[src/rtl/write_port_arbiter.sv]
// Two-requester round-robin arbiter feeding a one-entry output register.
// Optional ARB_LOCK_EN: a granted requester with lock_i=1 keeps priority.
module write_port_arbiter #(
    parameter int unsigned W = 32
) (
    input  logic         clk,
    input  logic         reset,
    input  logic         req0,
    input  logic [W-1:0] data0,
    output logic         gnt0,
    input  logic         req1,
    input  logic [W-1:0] data1,
    output logic         gnt1,
    input  logic         lock0,
    input  logic         lock1,
    output logic         sel,
    output logic         out_valid,
    output logic [W-1:0] out_data,
    output logic         out_src,
    input  logic         out_ready
);

    typedef enum logic {EMPTY = 1'b0, FULL = 1'b1} state_t;

    state_t       state_q, state_d;
    logic         prio_q, prio_d;
    logic         winner;
    logic         slot_free;
    logic         capture;
    logic         win_lock;

`ifdef ARB_LOCK_EN
    assign win_lock = winner ? lock1 : lock0;
`else
    logic unused_lock;
    assign unused_lock = lock0 | lock1;
    assign win_lock    = 1'b0;
`endif

    // A contested slot goes to prio; otherwise the sole requester wins.
    assign winner    = (req0 & req1) ? prio_q : req1;
    assign slot_free = (state_q == EMPTY) | out_ready;
    // Gated by reset so no grant is issued while the async reset is held.
    assign capture   = slot_free & (req0 | req1) & ~reset;

    always_comb begin
        state_d = state_q;
        prio_d  = prio_q;
        gnt0    = 1'b0;
        gnt1    = 1'b0;
        sel     = prio_q;
        if (capture) begin
            gnt0    = ~winner;
            gnt1    = winner;
            sel     = winner;
            state_d = FULL;
            prio_d  = win_lock ? winner : ~winner;
        end else if (state_q == FULL && out_ready) begin
            state_d = EMPTY;
        end
    end

    always_ff @(posedge clk or posedge reset) begin
        if (reset) begin
            state_q  <= EMPTY;
            prio_q   <= 1'b0;
            out_data <= '0;
            out_src  <= 1'b0;
        end else begin
            state_q <= state_d;
            prio_q  <= prio_d;
            if (capture) begin
                out_data <= sel ? data1 : data0;
                out_src  <= winner;
            end
        end
    end

    assign out_valid = (state_q == FULL);

endmodule

[config.mk]
export PLATFORM = sky130hd
export DESIGN_NAME = write_port_arbiter
export DESIGN_NICKNAME = d
export VERILOG_FILES = /design/src/rtl/write_port_arbiter.sv
export SDC_FILE = /design/constraint.sdc
export NUM_CORES = 1
export LEC_CHECK = 0
export ABC_AREA = 1
export BUFFER_PORTS_ARGS = -buffer_cell sky130_fd_sc_hd__buf_2
export CAP_MARGIN = 15
export CORE_ASPECT_RATIO = 0.75
export CORE_UTILIZATION = 30
export CTS_CLUSTER_SIZE = 25
export DETAILED_ROUTE_END_ITERATION = 16
export GPL_TIMING_DRIVEN = 1
export SKIP_CTS_REPAIR_TIMING = 1
export SLEW_MARGIN = 20
export SYNTH_ARGS = -nofsm -noshare
export SYNTH_HDL_FRONTEND = slang
export SYNTH_SLANG_ARGS = --single-unit
[constraint.sdc]
create_clock -name clk -period 2.4 [get_ports clk]
set_input_delay 0.12 -clock clk [delete_from_list [all_inputs] [get_ports clk]]
set_output_delay 0.12 -clock clk [all_outputs]
set_load 0.005 [all_outputs]
==> results.sh <==
export IMPL_fin_skew_ps=2.34
export IMPL_leakagePower_nw=1.65
export IMPL_nets=468
export IMPL_yosys_area_top_type_share_pct=43.4
export IMPL_placed_cell_area_mm2=0.00253
export IMPL_place_ws_ps=680
export IMPL_slew_viol_final=0
export IMPL_dieArea_mm2=0.00707
export IMPL_drt_vias_per_instance=4.27
export IMPL_r2r_slack_ps=670
export IMPL_syn_num_nets=369
export IMPL_place_congestion=0.731
export IMPL_powerDensity_mw_per_mm2=672
export IMPL_coreArea_mm2=0.00641
export IMPL_worstSetupEndpointType="primary output"
export IMPL_areaGrowthSynthToFinish_pct=30.4
export IMPL_reg2reg_from="out_valid$_DFFE_PP0P_"
export IMPL_drt_iter0_markers=72
export IMPL_synthTopCellsByArea="dfrtp_1 43%, nand2_1 19%, nor2_1 12%"
export IMPL_crit_path_max_incr_delay_ps=600
export IMPL_grt_max_degree=37
export IMPL_dp_cells=471
export IMPL_required_ps=2280
export IMPL_hold_viol=0
export IMPL_root_buffer="clkbuf_8"
export IMPL_fillCellCount=698
export IMPL_design_area_mm2=0.00263
export IMPL_hp_class="input port to async pin"
export IMPL_maxCapViolCount=0
export IMPL_layout_cells_non_filler=479
export IMPL_post_route_period_util_pct=80.3
export IMPL_critical_path_arrival_ps=1810
export IMPL_antenna_found_initial=0
export IMPL_grt_pass1_wl_mm=8.31
export IMPL_ys_warn_count=0
export IMPL_ys_types=15
export IMPL_detail_route_first_pass_iterations=4
export IMPL_post_route_util_pct=41.1
export IMPL_reg2reg_depth=6
export IMPL_tightest_slew_ps=763
export IMPL_wl_per_cell_um=10.6
export IMPL_min_period_ps=1930
export IMPL_cts_max_path_buffers=2
export IMPL_dp_hpwl_mm=3.52
export IMPL_via_count=2043
export IMPL_vdd_drop_max_v=0.000280
export IMPL_relSlewSlack_pct=49.0
export IMPL_multi_input_area_um2=853
export IMPL_cp_cell_sequence="inv_2, nand2_1, nand2_2, nand3_2, inv_1, buf_2"
export IMPL_setup_viol=0
export IMPL_rows=25
export IMPL_worstSkewPairLatency_ps=270
export IMPL_critPathTopFamily="simple AND/OR/NAND/NOR gates"
export IMPL_tns_ps=0
export IMPL_yosys_area_top_type="dfrtp_1"
export IMPL_drc=0
export IMPL_max_freq_mhz=519
export IMPL_reg2reg_to="out_data[13]$_DFFE_PP0P_"
export IMPL_drive_above_1_share_pct=30.9
export IMPL_pin_count=108
export IMPL_insertedDiodeCount=0
export IMPL_grt_pass1_vias=1801
export IMPL_crit_fanout=34
export IMPL_grt_usage_pct=14.6
export IMPL_h_tree_depth=2
export IMPL_netlist_area_mm2=0.00202
export IMPL_start_util_pct=31.5
export IMPL_antenna_left=0
export IMPL_port_buffer_count=105
export IMPL_grt_remaining_overflow=0
export IMPL_path_buf_inv=3
export IMPL_setup_ws_ps=472
export IMPL_fp_dieH_um=73.1
export IMPL_clk_pin_slew_ps=70
export IMPL_syn_area_per_cell_um2=6.78
export IMPL_synth_seq_cells=35
export IMPL_cp_start_kind="flop"
export IMPL_status="complete, no violations"
export IMPL_clock_sinks=35
export IMPL_regArea_um2=876
export IMPL_wl_mm=5.08
export IMPL_worstSetupPathType="flop to primary output"
export IMPL_crit_path_top_delay_cell="nand3_2"
export IMPL_synthCells=298
export IMPL_ys_seq_area_share_pct=43.4
export IMPL_cts_tree="yes"
export IMPL_cts_buffers=5
export IMPL_die_w_um=96.7
export IMPL_rsz0062_at_grt="no"
-- worst max path at each step --
stage                          start                        to  slack (ps)  cells after the start
5_1_grt           prio_q$_DFFE_PP0P_                      gnt0         330                      6
4_1_cts           prio_q$_DFFE_PP0P_                      gnt0         470                      6
3_3_place_gp   out_valid$_DFFE_PP0P_  out_data[13]$_DFFE_PP0P_         690                      6
2_1_floorplan                  reset  out_data[10]$_DFFE_PP0P_         760                      6
3_5_place_dp   out_valid$_DFFE_PP0P_  out_data[13]$_DFFE_PP0P_         680                      6
6_report          prio_q$_DFFE_PP0P_                      gnt0         470                      6
-- flip-flops by register name (all words and copies together) (netlist names) --
| name | count |
|---|---|
| out_src | 1 |
| out_valid | 1 |
| out_data | 32 |
| prio_q | 1 |
-- layout make-up --
cell class                 instances  area share, %
sequential                        35           33.3
multi-input combinational        206           32.4
timing repair buffer             108           20.8
inverter                          41           5.85
tap                               81           3.85
clock buffer                       8           3.80
-- cell usage in the layout, fill, tap and decap left out, drive strengths merged --
cell type  synthesis  final
nand3             34     34
buf               16    108
a21oi              1      1
inv               41     40
nor2              64     64
clkinv             0      1
nand2            105    105
clkbuf             0      8
o21ai              2      2
dfrtp             35     35
-- worst min-delay path, stage by stage --
cell	delay, ps
buf_2	110
clkinv_1	80
buf_4	400
-- synth_stat cells (all sizes together) --
cell   instances
nand3         34
nand2        105
dfrtp         35
a21oi          1
inv           41
buf           16
o21ai          2
nor2          64
-- metrics by stage --
step | hold WS (ps) | power [mW]
after global routing | 29.0 | 1.90
after global placement | 311 | 1.32
after CTS | 9.66 | 1.80
after floorplan | 307 | 1.11
after detailed placement | 315 | 1.32
final | 2.08 | 1.77
-- logic make-up (layout without fill, tap and decap cells) --
| logic type | after synthesis | count (layout) | share of synthesized area, % |
|---|---|---|---|
| compound gates | 3 | 3 | 0.929 |
| buf+inv | 57 | 157 | 14.4 |
| flops | 35 | 35 | 43.4 |
| simple gates | 203 | 203 | 41.3 |
-- routing by layer --
layer	wire, µm	track usage, %	share of wire [%]
met1	2650	20.6	52
met2	2110	22.2	42
met3	303	3.93	6.0
met4	19	3.48	0.37
met5	0	0	0
-- report_power, final --
part / switching [mW] / internal, mW
combinational: 0.299 / 0.232
clock: 0.198 / 0.262
sequential: 0.0654 / 0.712
Note: power is estimated with default switching activity, not from simulation.
